### src/rtl/ddr3_rd_engine.sv
// ddr3_rd_engine
// Streams a run of fixed-size read bursts from the DDR3 controller into the read FIFO.
// The engine runs entirely in the controller user clock domain.
// Requests are credit limited by the FIFO free space and by MAX_OUT in-flight reads.
// The final returned burst is tagged with fifo_tlast.
// Dropping start_req aborts a run: in-flight bursts are drained and discarded.
//
// Optional feature: define DDR3_RD_TIMEOUT_EN to enable a watchdog.
// The watchdog gives up on missing read data after TIMEOUT_CYCLES idle cycles.
//
// Ports
//   clk, reset          user clock, synchronous active-high reset
//   start_req           level request from another domain (rise = start, fall = abort/ack)
//   rd_start_addr       first burst address (held while start_req is high)
//   rd_burst_cnt        number of bursts in the run (held while start_req is high)
//   acq_enabled         acquisition writes active; read issue is held off
//   app_addr/app_en     read request to the controller, accepted when app_rdy is high
//   app_rdy             controller ready
//   app_rd_data_valid   one returned burst
//   fifo_free           free entries in the read FIFO
//   fifo_wr_en          write the returned burst into the FIFO
//   fifo_tlast          returned burst is the last of the run
//   busy                engine not idle
//   reading_done        run complete, held until start_req drops
//   err_unexpected      sticky: read data arrived with nothing outstanding
//   timeout             sticky: watchdog fired (always 0 without the feature)
module ddr3_rd_engine #(
    parameter int BADDR_W        = 23,
    parameter int ADDR_SHIFT     = 3,
    parameter int CNT_W          = 24,
    parameter int MAX_OUT        = 32,
    parameter int OUT_W          = 6,
    parameter int SYNC_STAGES    = 2,
    parameter int TIMEOUT_CYCLES = 4096
) (
    input  logic                          clk,
    input  logic                          reset,
    input  logic                          start_req,
    input  logic [BADDR_W-1:0]            rd_start_addr,
    input  logic [CNT_W-1:0]              rd_burst_cnt,
    input  logic                          acq_enabled,
    output logic [BADDR_W+ADDR_SHIFT-1:0] app_addr,
    output logic                          app_en,
    input  logic                          app_rdy,
    input  logic                          app_rd_data_valid,
    input  logic [OUT_W-1:0]              fifo_free,
    output logic                          fifo_wr_en,
    output logic                          fifo_tlast,
    output logic                          busy,
    output logic                          reading_done,
    output logic                          err_unexpected,
    output logic                          timeout
);

    typedef enum logic [1:0] {S_IDLE, S_READ, S_DRAIN, S_DONE} state_t;

    localparam logic [OUT_W-1:0] MAX_OUT_V = OUT_W'(MAX_OUT);

    state_t                 r_state;
    logic [SYNC_STAGES-1:0] r_sync;
    logic                   r_sreq_d;
    logic                   r_start_pulse;
    logic [BADDR_W-1:0]     r_addr;
    logic [CNT_W-1:0]       r_issue_cnt;
    logic [CNT_W-1:0]       r_ret_cnt;
    logic [OUT_W-1:0]       r_out;
    logic                   r_busy;
    logic                   r_done;
    logic                   r_err;
    logic                   r_timeout;

    logic w_sreq;
    logic w_start;
    logic w_app_en;
    logic w_accept;
    logic w_dec;
    logic w_counted;
    logic w_err_hit;
    logic w_to_fire;

    // start_req crosses in here; the edge detect runs on the synchronised level.
    assign w_sreq = r_sync[SYNC_STAGES-1];

    always_ff @(posedge clk) begin
        if (reset) begin
            r_sync        <= '0;
            r_sreq_d      <= 1'b0;
            r_start_pulse <= 1'b0;
        end else begin
            r_sync        <= {r_sync[SYNC_STAGES-2:0], start_req};
            r_sreq_d      <= w_sreq;
            r_start_pulse <= w_sreq && !r_sreq_d;
        end
    end

    // A start pulse outside IDLE is dropped: the requester must cycle start_req.
    assign w_start = r_start_pulse && (r_state == S_IDLE);

    assign w_app_en = (r_state == S_READ) && !acq_enabled && (r_issue_cnt != '0) &&
                      (r_out < fifo_free) && (r_out < MAX_OUT_V);
    assign w_accept = w_app_en && app_rdy;

    // Data is only credited against a real outstanding request; anything else is an error.
    assign w_err_hit = app_rd_data_valid && (r_out == '0);
    assign w_dec     = app_rd_data_valid && (r_out != '0) &&
                       ((r_state == S_READ) || (r_state == S_DRAIN));
    assign w_counted = app_rd_data_valid && (r_out != '0) && (r_state == S_READ);

`ifdef DDR3_RD_TIMEOUT_EN
    localparam int WD_W = $clog2(TIMEOUT_CYCLES + 1);

    logic [WD_W-1:0] r_wdog;
    logic            w_wd_run;

    assign w_wd_run  = ((r_state == S_READ) || (r_state == S_DRAIN)) && (r_out != '0);
    assign w_to_fire = w_wd_run && !app_rd_data_valid &&
                       (r_wdog == WD_W'(TIMEOUT_CYCLES - 1));

    always_ff @(posedge clk) begin
        if (reset) begin
            r_wdog <= '0;
        end else if (app_rd_data_valid || !w_wd_run || w_to_fire) begin
            r_wdog <= '0;
        end else begin
            r_wdog <= r_wdog + WD_W'(1);
        end
    end
`else
    logic w_unused_timeout;

    assign w_to_fire        = 1'b0;
    assign w_unused_timeout = (TIMEOUT_CYCLES == 0);
`endif

    // Address, burst counters and the in-flight credit count.
    always_ff @(posedge clk) begin
        if (reset) begin
            r_addr      <= '0;
            r_issue_cnt <= '0;
            r_ret_cnt   <= '0;
            r_out       <= '0;
        end else if (w_start) begin
            r_addr      <= rd_start_addr;
            r_issue_cnt <= rd_burst_cnt;
            r_ret_cnt   <= rd_burst_cnt;
            r_out       <= '0;
        end else begin
            if (w_accept) begin
                r_addr      <= r_addr + BADDR_W'(1);
                r_issue_cnt <= r_issue_cnt - CNT_W'(1);
            end
            if (w_counted) begin
                r_ret_cnt <= r_ret_cnt - CNT_W'(1);
            end
            // A watchdog expiry writes off every in-flight read.
            if (w_to_fire) begin
                r_out <= '0;
            end else if (w_accept && !w_dec) begin
                r_out <= r_out + OUT_W'(1);
            end else if (!w_accept && w_dec) begin
                r_out <= r_out - OUT_W'(1);
            end
        end
    end

    // Control FSM with registered status outputs.
    always_ff @(posedge clk) begin
        if (reset) begin
            r_state   <= S_IDLE;
            r_busy    <= 1'b0;
            r_done    <= 1'b0;
            r_err     <= 1'b0;
            r_timeout <= 1'b0;
        end else begin
            if (w_err_hit) begin
                r_err <= 1'b1;
            end
            if (w_to_fire) begin
                r_timeout <= 1'b1;
            end
            case (r_state)
                S_IDLE: begin
                    if (r_start_pulse) begin
                        r_err     <= w_err_hit;
                        r_timeout <= 1'b0;
                        r_busy    <= 1'b1;
                        if (rd_burst_cnt == '0) begin
                            r_state <= S_DONE;
                            r_done  <= 1'b1;
                        end else begin
                            r_state <= S_READ;
                        end
                    end
                end
                S_READ: begin
                    // An abort wins over a run that completes in the same cycle.
                    if (!w_sreq) begin
                        r_state <= S_DRAIN;
                    end else if (w_to_fire || (w_counted && (r_ret_cnt == CNT_W'(1)))) begin
                        r_state <= S_DONE;
                        r_done  <= 1'b1;
                    end
                end
                S_DRAIN: begin
                    if (w_to_fire || (r_out == '0)) begin
                        r_state <= S_IDLE;
                        r_busy  <= 1'b0;
                    end
                end
                S_DONE: begin
                    if (!w_sreq) begin
                        r_state <= S_IDLE;
                        r_busy  <= 1'b0;
                        r_done  <= 1'b0;
                    end
                end
                default: begin
                    r_state <= S_IDLE;
                    r_busy  <= 1'b0;
                    r_done  <= 1'b0;
                end
            endcase
        end
    end

    assign app_addr       = {r_addr, {ADDR_SHIFT{1'b0}}};
    assign app_en         = w_app_en;
    assign fifo_wr_en     = w_counted;
    assign fifo_tlast     = w_counted && (r_ret_cnt == CNT_W'(1));
    assign busy           = r_busy;
    assign reading_done   = r_done;
    assign err_unexpected = r_err;
    assign timeout        = r_timeout;

endmodule

### config.mk
export PLATFORM = sky130hd
export DESIGN_NAME = ddr3_rd_engine
export DESIGN_NICKNAME = d
export VERILOG_FILES = /design/src/rtl/ddr3_rd_engine.sv
export SDC_FILE = /design/constraint.sdc
export NUM_CORES = 1
export LEC_CHECK = 0
export CAP_MARGIN = 20
export CORE_ASPECT_RATIO = 0.5
export CORE_MARGIN = 8
export CORE_UTILIZATION = 58
export DETAILED_ROUTE_END_ITERATION = 16
export HOLD_SLACK_MARGIN = 0.1
export PLACE_DENSITY = 0.87
export SYNTH_ARGS = -nofsm -noshare
export SYNTH_HDL_FRONTEND = slang
export SYNTH_SLANG_ARGS = --single-unit
export TNS_END_PERCENT = 50
### constraint.sdc
create_clock -name clk -period 8.4 [get_ports clk]
set_clock_uncertainty 0.05 [all_clocks]
set_input_delay 1.26 -clock clk [delete_from_list [all_inputs] [get_ports clk]]
set_output_delay 1.26 -clock clk [all_outputs]
set_load 0.01 [all_outputs]
Yosys cells after proc, flatten, opt, wreduce, memory -nomap -nowiden. Cells that the tools add are included.

Add/sub/neg operators: 5. Magnitude comparators: 2. Equality and inequality tests: 11. Muxes and demuxes: 27. Reduce and logical (&&, ||, !) cells: 33.

Operators with widths (count): 24-bit 2-to-1 mux (4); 24-bit by 1-bit subtractor with 24-bit output (second input constant) (2); 23-bit 2-to-1 mux (2); 24-bit by 1-bit equality test with 1-bit output (second input constant) (1); 24-bit logical NOT (1); 24-bit nonzero test (1); 23-bit by 1-bit adder with 23-bit output (second input constant) (1); 1-bit logical AND (14); 2-bit 2-to-1 mux (6); 6-bit 2-to-1 mux (2); 1-bit 2-to-1 mux (10); 2-bit != test (second input constant) (5); 2-bit case mux with 4 select lines (1); 4-bit AND reduction (2); 6-bit by 1-bit adder with 6-bit output (second input constant) (1); 6-bit logical NOT (1); 6-bit less-than comparator (1); 6-bit less-than comparator (second input constant) (1); 1-bit case mux with 3 select lines (2); 6-bit AND reduction (1); 2-bit nonzero test (3); 3-bit nonzero test (2); 6-bit nonzero test (1); 6-bit by 1-bit subtractor with 6-bit output (second input constant) (1); other kinds (8) (12).

Flip-flop bits (word level): 86. Bits of input ports: 59.

Logic depth before layout (Yosys ltp). Gate-level depths: netlist of run 1.

Depth after elaboration: 10. Gate-level depth with buffers: 16. Mapped depth without buffers: 14.

Worst setup path before layout of run 1. No wires, ideal clock.

Path kind: input -> register. Start: input port fifo_free[3]. End: register r_out[5]. Arrival: 4.366 ns. Data required time: 8.276 ns. Setup slack: 3.910 ns. Stages: 16. Path through: inv_1 ha_1 nand2_1 o311a_1 o21ai_1 clkbuf_1 clkbuf_1 nor2_1 ha_1 inv_1 ha_1 a21o_1 a21oi_1 o21ai_0 a311o_1 o21ai_0.

Word-level cells in the longest chain between the ends: 7. Elaborated cells on any way between the ends: 9.

RTL lines: start: declaration (RTL line 46) `input logic [OUT_W-1:0] fifo_free,`; 6-bit less-than comparator * (RTL line 100) `(r_out < fifo_free) && (r_out < MAX_OUT_V);`; 1-bit logical AND * (RTL line 99) `assign w_app_en = (r_state == S_READ) && !acq_enabled && (r_issue_cnt != '0) &&`; 1-bit logical AND * (RTL line 100); 1-bit logical AND * (RTL line 101) `assign w_accept = w_app_en && app_rdy;`; 1-bit logical NOT (RTL line 160) `end else if (!w_accept && w_dec) begin`; 1-bit logical AND (RTL line 160); 2-bit nonzero test (no source line); end signal: assignment (RTL line 159) `r_out <= r_out + OUT_W'(1);`; end signal: assignment (RTL line 161) `r_out <= r_out - OUT_W'(1);`; end: declaration (RTL line 66) `logic [OUT_W-1:0] r_out;`.

Every way passes the cells marked *; elsewhere a longest branch is shown, timed or not. A chain may end at the register's enable or synchronous reset.

Worst setup path after layout of run 1.
Start: input port fifo_free[5]. End: output port app_en.

Word-level cells in the longest chain between the ends: 3.

RTL lines: 6-bit less-than comparator (RTL line 100); 1-bit logical AND (RTL line 99); 1-bit logical AND (RTL line 100); end: declaration (RTL line 43) `output logic app_en,`.

Every way passes these cells.

==> results of run 1 <==
Yosys cell counts, drive strengths merged, types with 2 or more instances:
cell type and number:
nand4 18, or4 25, mux2i 4, nand2 38, and4 7, nor3 22, nand3 23, o31ai 20
o211ai 6, inv 19, o311a 2, or4b 2, o21ai 55, a21o 2, nor2 48, nor4b 3
xor2 21, a21oi 29, and3 4, o31a 12, a21boi 2, nand4b 6, o41ai 3, nor4 35
buf 8, ha 20, or3 9, or2 4, xnor2 6, dfxtp 86, nor2b 10, and2 7
nand3b 4, nor3b 6, a311oi 5, a31oi 25, clkbuf 41, a211oi 7, o21a 2
where the power goes:
part           leakage (nW)  switching, mW  total (mW)  internal, mW
Clock                 0.151          0.163       0.416         0.253
Combinational          1.38          0.604       0.971         0.368
Sequential            0.699         0.0927       0.580         0.487
through the flow:
stage	util	hold slack [ns]
2_1_floorplan	-	0.317
3_3_place_gp	0.701	0.321
3_5_place_dp	0.701	0.331
4_1_cts	0.736	0.339
5_1_grt	0.736	0.352
6_report	0.736	0.335
per-layer routing:
layer / global-route usage / vias up
li1: - / 2620
met1: 0.317 / 2523
met2: 0.371 / 222
met3: 0.0649 / 21
met4: 0.0649 / 0
met5: 0 / -
path summary, 6_finish.rpt:
path | from | end | slack, ns | cells after the start
min | r_sreq_d | r_start_pulse | 0.34 | 1
max | fifo_free[5] | app_en | 3.71 | 8
max reg2reg | r_issue_cnt[0] | r_out[5] | 4.29 | 15
min reg2reg | r_sreq_d | r_start_pulse | 0.34 | 1
cells by family (layout without fill, tap and decap cells):
logic type,Yosys count,count (layout)
muxes,5,5
buffers and inverters,68,127
DFF,86,86
and+or+nand+nor,273,273
AOI/OAI and AO/OA,177,177
other,1,4
adders and majority gates,21,21
xor gates and xnor gates,27,27
flip-flops by register name, indices dropped and copies added (netlist names), 2 cells and up:
signal       flops
r_ret_cnt       24
r_out            6
r_issue_cnt     24
r_addr          23
r_sync           2
r_state          2
layout make-up:
class                           count  area (um2)
Clock inverter                      3        42.5
Multi-Input combinational cell    507        3270
Inverter                           19        71.3
Clock buffer                       12         267
Sequential cell                    86        1720
Timing Repair Buffer               93         916
Fill cell                         670        2300
Tap cell                          117         146
==> qor.csv, run 1 <==
metric;value;unit
nets;796;
startpoint_type;input pin;
worstPathCellList;clkdlybuf4s50_1, inv_1, ha_1, nor4b_1, o311a_1, nor2_1, nor2_1, clkdlybuf4s50_1;
post-place-cells;822;
vdd_drop_max;202;uV
p_per_area;306;nW/um2
power;1.97;mW
synth-simple-area-share;0.295;
end_kind;primary output;
synth-compound-area-share;0.216;
antenna_cells;0;
io-pin-count;92;
wl_met1;6780;um
track_usage;0.238;
met2_length;6700;um
antenna_found_initial;0;
critPathMaxFanout;4;
synth.avg_cell_area;7.95;um2
syn_inst;658;
fp.dieArea;12500;um2
drt_iter0_drc;531;
post-route-period-util;0.558;
gp_congestion;0.847;
die_h;83.1;um
clk_pin_slew_worst_paths;0.06;ns
final_common_cell;clkdlybuf4s50_1;
ys_types;56;
async_flop_share;0;
areaGrowthSynthToFinish;23.1;%
synth-edff-count;0;
syn_area;5230;um2
wirelength;15000;um
critPathArrivalTime;3.38;ns
drv_cap;0;
min_path_type;reg -> reg;
cts.sinks;86;
post_cts_buffers;0;
synth_top_family_by_area;simple AND/OR/NAND/NOR gates;
slew-limit-headroom;0.275;
clockBufferDepth;2;
clkLatencyLatePin;0.34;ns
finalHoldViolations;0;
cp_top_family;buffers and inverters;
place_area;6130;um2
max_stage_delay;0.56;ns
drive_gt1_frac;0.0514;
grt_max_degree;97;
drv_slew;0;
ys_ff_latch;86;
detail-route-antenna-nets;0;
rows;24;
ys_seq_area_frac;0.329;
coreArea;8740;um2
highest_layer;met4;
worstMarginPinSlew;1.09;ns
die_w;150;um
port_buffers;87;
worst_slack;3.71;ns
viasPerCell;6.43;
start_util;0.598;
root_buffer;clkbuf_16;
cts_resized;0;
drcViolationCount;0;
yosys.area_share.adder;0.0517;
yosysTopAreaCellShare;0.329;
cts_buffers;9;
hpwl;10400;um
drt-pass1-iter-count;5;
worstSetupPathType;in -> out;
place_ws;3.70;ns
p_leak;2.23;nW
run_status;finished, final reports clean;
fmax;0.213;GHz
grt_pass1_wl;24700;um
layout_min_cycle_time;4.69;ns
tritoncts;yes;
synth_warnings;0;
cp.buffers_inverters;3;
post-synth-top-area-cell;dfxtp_1;
rsz0062_at_grt;no;
cts_hold_buffers;0;
setup_viol;0;
layout.cells.non_filler;837;
yosys.area_share.xor_xnor;0.0452;
netlist_top_cells_area;dfxtp_1 33%, o21ai_0 5.2%, ha_1 4.8%;
worst_path_max_delay_cell;clkdlybuf4s50_1;
vias;5386;
ys.flop_type;dfxtp_1;
dr_wl_met3;1300;um
avgRoutedWirePerCell;17.9;um
htreeDepth;3;
post-route-cell-area;6430;um2
first_global_vias;4966;
layout_common_cells;87 x clkdlybuf4s50_1, 86 x dfxtp_1, 54 x o21ai_0;
cp.required;7.09;ns
gr-total-overflow;0;
setup_tns;0;ns
synthMuxAreaShare;0.00981;
Power figures use the tool's default switching activity.
==> run 2, diff against run 1 <==
--- a/config.mk
+++ b/config.mk
@@ -8,10 +8,10 @@
 export CAP_MARGIN = 20
 export CORE_ASPECT_RATIO = 0.5
 export CORE_MARGIN = 8
-export CORE_UTILIZATION = 58
+export CORE_UTILIZATION = 54
 export DETAILED_ROUTE_END_ITERATION = 16
 export HOLD_SLACK_MARGIN = 0.1
-export PLACE_DENSITY = 0.87
+export PLACE_DENSITY = 0.81
 export SYNTH_ARGS = -nofsm -noshare
 export SYNTH_HDL_FRONTEND = slang
 export SYNTH_SLANG_ARGS = --single-unit
==> constraint.sdc (replaced) <==
create_clock -name clk -period 4.43 [get_ports clk]
set_clock_uncertainty 0.05 [all_clocks]
set_input_delay 0.6645 -clock clk [delete_from_list [all_inputs] [get_ports clk]]
set_output_delay 0.6645 -clock clk [all_outputs]
set_load 0.01 [all_outputs]
==> qor.csv, run 2 (synthesis gave the netlist of run 1 again) <==
metric;value;unit;change
run_status;finished, final reports clean;;
hpwl;10700;um;+3.0%
r2r_slack;1.06;ns;-3.23 ns
top_regs;r_issue_cnt (24), r_ret_cnt (24), r_addr (23);;
place_ws;0.495;ns;-3.21 ns
io-pin-count;92;;unchanged
critPathArrivalTime;3.81;ns;+0.43 ns
worstSetupPathType;in -> reg;;
areaGrowthSynthToFinish;25.0;%;
gp_congestion;0.853;;+0.71%
max_stage_delay;0.45;ns;-0.11 ns
clkLatencyLatePin;0.34;ns;about the same
fmax;0.279;GHz;
fp.dieArea;13300;um2;+6.3%
layout.cells.non_filler;859;;+2.6%
drive_gt1_frac;0.0566;;+0.00524
cts_hold_buffers;0;;unchanged
first_global_vias;4982;;+0.32%
drv_cap;0;;unchanged
final_common_cell;clkdlybuf4s50_1;;
worstMarginPinSlew;1.08;ns;-0.0104 ns
grt_max_degree;88;;-9.3%
antenna_cells;0;;unchanged
antenna_found_initial;0;;unchanged
setup_viol;0;;unchanged
cp_top_family;compound AO/OA/AOI/OAI gates;;
root_buffer;clkbuf_16;;
critPathMaxFanout;5;;+1
clockBufferDepth;2;;unchanged
setup_tns;0;ns;unchanged
startpoint_type;input pin;;
gr-total-overflow;0;;unchanged
cts.sinks;86;;unchanged
clk_pin_slew_worst_paths;0.06;ns;about the same
power;3.87;mW;+97%
worst_slack;0.841;ns;-2.87 ns
drt-pass1-iter-count;5;;unchanged
p_per_area;593;nW/um2;+94%
whs;0.342;ns;+0.00683 ns
drcViolationCount;0;;unchanged
p_leak;2.28;nW;+2.0%
cp.buffers_inverters;3;;unchanged
slew-limit-headroom;0.282;;+0.00695
cp.depth;15;;+7
critPathMostFrequentCell;ha_1;;
post-route-cell-area;6540;um2;+1.6%
port_buffers;87;;unchanged
detail-route-antenna-nets;0;;unchanged
end_kind;flip-flop;;
nets;800;;+0.50%
vdd_drop_max;467;uV;+130%
htreeDepth;3;;unchanged
vias;5415;;+0.54%
layout_common_cells;87 x clkdlybuf4s50_1, 86 x dfxtp_1, 54 x o21ai_0;;
die_h;85.6;um;+2.9%
nFillCells;766;;+14%
die_w;155;um;+3.3%
r2r_end;r_out[5];;
place_area;6180;um2;+0.86%
cts_buffers;9;;unchanged
fin_util;0.694;;-0.0423
post_cts_buffers;0;;unchanged
post-route-period-util;0.810;;
endpoint;r_out[5];;
grt_pass1_wl;24700;um;+0.19%
rows;25;;+4.2%
worst_path_max_delay_cell;clkdlybuf4s50_1;;
worstPathCellList;clkdlybuf4s50_1, inv_1, ha_1, nor4b_1, o311a_1, o21ai_4, nor2_1, ha_1, inv_1, ha_1, a21o_1, a21oi_1, o21ai_0, a311o_1, o21ai_0;;
r2r_start;r_state[1];;
cts_resized;0;;unchanged
min_path_type;reg -> reg;;
post-place-cells;844;;+2.7%
rsz0062_at_grt;no;;
track_usage;0.225;;-0.0131
start_util;0.555;;-0.0430
cp.required;4.65;ns;-2.44 ns
reg2reg_depth;14;;-1
avgRoutedWirePerCell;17.7;um;-1.2%
startpoint;fifo_free[5];;
finalHoldViolations;0;;unchanged
layout_min_cycle_time;3.59;ns;
drv_slew;0;;unchanged
coreArea;9420;um2;+7.7%
wirelength;15200;um;+1.4%
drt_iter0_drc;451;;-15%
viasPerCell;6.30;;-2.0%
tritoncts;yes;;
run 2: routing by layer:
layer	part of all wire	wire length [um]	vias to the layer above	global-route usage
met1	0.46	7010	2575	0.298
met3	0.073	1120	18	0.0562
met5	0	0	-	0
met2	0.45	6870	195	0.357
met4	0.014	216	0	0.0644
li1	-	-	2627	-
run 2: power by group:
part	total [mW]	switching [mW]	internal [mW]
combinational	1.86	1.15	0.716
sequential	1.10	0.179	0.924
clock	0.907	0.313	0.595
total	3.87	1.64	2.23
run 2: layout make-up:
type / count / area (um2) / share of cell area
clock inverter: 3 / 90.1 / 0.0138
inverter: 19 / 71.3 / 0.0109
tap: 135 / 169 / 0.0258
sequential: 86 / 1720 / 0.263
multi-input combinational: 507 / 3270 / 0.500
clock buffer: 12 / 267 / 0.0408
timing repair buffer: 97 / 946 / 0.145
run 2: worst min path at each step:
| stage | startpoint | to | slack, ns | depth (start not counted) |
|---|---|---|---|---|
| CTS | r_sreq_d | r_start_pulse | 0.35 | 1 |
| global placement | r_sreq_d | r_start_pulse | 0.33 | 1 |
| floorplan | r_sreq_d | r_start_pulse | 0.32 | 1 |
| detailed placement | r_sreq_d | r_start_pulse | 0.34 | 1 |
| global route | r_sreq_d | r_start_pulse | 0.36 | 1 |
| finish | r_sreq_d | r_start_pulse | 0.34 | 1 |
==> run 3, diff against run 2 <==
--- a/config.mk
+++ b/config.mk
@@ -8,10 +8,10 @@
 export CAP_MARGIN = 20
 export CORE_ASPECT_RATIO = 0.5
 export CORE_MARGIN = 8
-export CORE_UTILIZATION = 54
+export CORE_UTILIZATION = 48
 export DETAILED_ROUTE_END_ITERATION = 16
 export HOLD_SLACK_MARGIN = 0.1
-export PLACE_DENSITY = 0.81
+export PLACE_DENSITY = 0.77
 export SYNTH_ARGS = -nofsm -noshare
 export SYNTH_HDL_FRONTEND = slang
 export SYNTH_SLANG_ARGS = --single-unit
==> constraint.sdc (replaced) <==
create_clock -name clk -period 3.13 [get_ports clk]
set_clock_uncertainty 0.05 [all_clocks]
set_input_delay 0.4695 -clock clk [delete_from_list [all_inputs] [get_ports clk]]
set_output_delay 0.4695 -clock clk [all_outputs]
set_load 0.01 [all_outputs]
==> qor.csv, run 3 (synthesis gave the netlist of run 1 again) <==
metric;value;unit;change
run_status;finished, final reports clean;;
vdd_drop_max;591;uV;+26%
worst_path_max_delay_cell;clkdlybuf4s50_1;;
areaGrowthSynthToFinish;28.6;%;
hpwl;11000;um;+3.0%
p_leak;2.33;nW;+2.4%
gp_congestion;0.832;;-2.5%
drv_slew;0;;unchanged
fin_util;0.622;;-0.0719
vias;5436;;+0.39%
layout_min_cycle_time;3.03;ns;
clockBufferDepth;2;;unchanged
rsz0062_at_grt;no;;
fp.dieArea;14700;um2;+11%
port_buffers;87;;unchanged
setup_viol;0;;unchanged
r2r_slack;0.22;ns;-0.84 ns
die_w;164;um;+5.4%
grt_max_degree;61;;-31%
clkLatencyLatePin;0.34;ns;about the same
critPathMaxFanout;3;;-2
tritoncts;yes;;
antenna_cells;0;;unchanged
start_util;0.484;;-0.0717
fmax;0.330;GHz;
layout_common_cells;87 x clkdlybuf4s50_1, 86 x dfxtp_1, 52 x o21ai_0;;
worstSetupPathType;in -> out;;
drcViolationCount;0;;unchanged
io-pin-count;92;;unchanged
drt-pass1-iter-count;5;;unchanged
grt_util_met2;0.319;;-0.0379
grt.busiest_layer;met2;;
r2r_start;r_state[1];;
die_h;89.8;um;+4.9%
cts.sinks;86;;unchanged
grt_pass1_wl;25000;um;+1.1%
post-place-cells;874;;+3.6%
gr-total-overflow;0;;unchanged
antenna_found_initial;0;;unchanged
end_kind;primary output;;
viasPerCell;6.10;;-3.2%
htreeDepth;3;;unchanged
hp-start;r_sreq_d;;
gr-usage-met3;0.0478;;-0.00840
wirelength;15300;um;+0.63%
first_global_vias;5084;;+2.0%
drive_gt1_frac;0.106;;+0.0493
coreArea;10800;um2;+15%
min_path_type;reg -> reg;;
p_per_area;816;nW/um2;+38%
finalHoldViolations;0;;unchanged
worstPathCellList;clkdlybuf4s50_1, inv_1, ha_1, nor4b_2, o311a_1, buf_4, nor2_1, nor2_1, clkdlybuf4s50_1;;
cts_buffers;9;;unchanged
top_regs;r_issue_cnt (24), r_ret_cnt (24), r_addr (23);;
critPathArrivalTime;2.51;ns;-1.30 ns
avgRoutedWirePerCell;17.2;um;-3.0%
worstMarginPinSlew;0.672;ns;-0.404 ns
root_buffer;clkbuf_16;;
slew-limit-headroom;0.547;;+0.265
final_common_cell;clkdlybuf4s50_1;;
nets;821;;+2.6%
use_met1;0.272;;-0.0262
post-route-period-util;0.967;;
track_usage;0.204;;-0.0215
cp.required;2.61;ns;-2.04 ns
max_stage_delay;0.54;ns;+0.09 ns
drt_iter0_drc;467;;+3.5%
startpoint_type;input pin;;
layout.cells.non_filler;891;;+3.7%
rows;27;;+8.0%
startpoint;fifo_free[5];;
detail-route-antenna-nets;0;;unchanged
drv_cap;0;;unchanged
clk_pin_slew_worst_paths;0.07;ns;about the same
run 3: worst paths after layout:
check	depth (start not counted)	endpoint
hold reg to reg	1	r_start_pulse
hold / removal	1	r_start_pulse
setup reg to reg	14	r_out[5]
setup / recovery	9	app_en
run 3: repair_timing:
item,4_1_cts,5_1_grt
gates resized for setup,1,10
buffers inserted,0,1
hold endpoints to repair,0,0
setup endpoints to repair,1,3
pin swaps,0,8
gates cloned,0,0
hold buffers,0,0
run 3: through the flow:
step	hold slack, ns	instance area, um2	total power [mW]	setup slack, ns	setup TNS (ns)
global placement	0.325	6390	4.29	-0.146	-0.404
global route	0.360	6730	5.90	0.000458	0
detailed placement	0.334	6390	4.37	-0.207	-0.601
finish	0.343	6730	5.49	0.104	0
floorplan	0.317	5330	3.51	0.00225	0
CTS	0.348	6670	5.41	0.0669	0
run 3: report_power, final:
group / internal, mW / switching [mW]
clock: 0.544 / 0.468
sequential: 1.31 / 0.259
combinational: 1.23 / 1.68
run 3: layout make-up:
class / count / area, um2
flip-flops and latches: 86 / 1720
clock buffers: 10 / 229
well taps: 145 / 181
multi-input cells: 507 / 3370
inverters: 19 / 73.8
fillers: 981 / 4080
repair buffers: 118 / 1100
clock inverters: 6 / 46.3
run 3: metal layers:
layer	wire length (um)	vias up
met5	0	-
met4	282	0
met3	992	26
met2	6950	164
met1	7080	2569
li1	-	2677
run 3: critical path, delay by kind of cell:
kind / cells / cell delay [ns]
compound gates: 1 / 0.28
fa+ha+maj: 1 / 0.19
buf+inv: 4 / 1.18
simple gates: 3 / 0.39
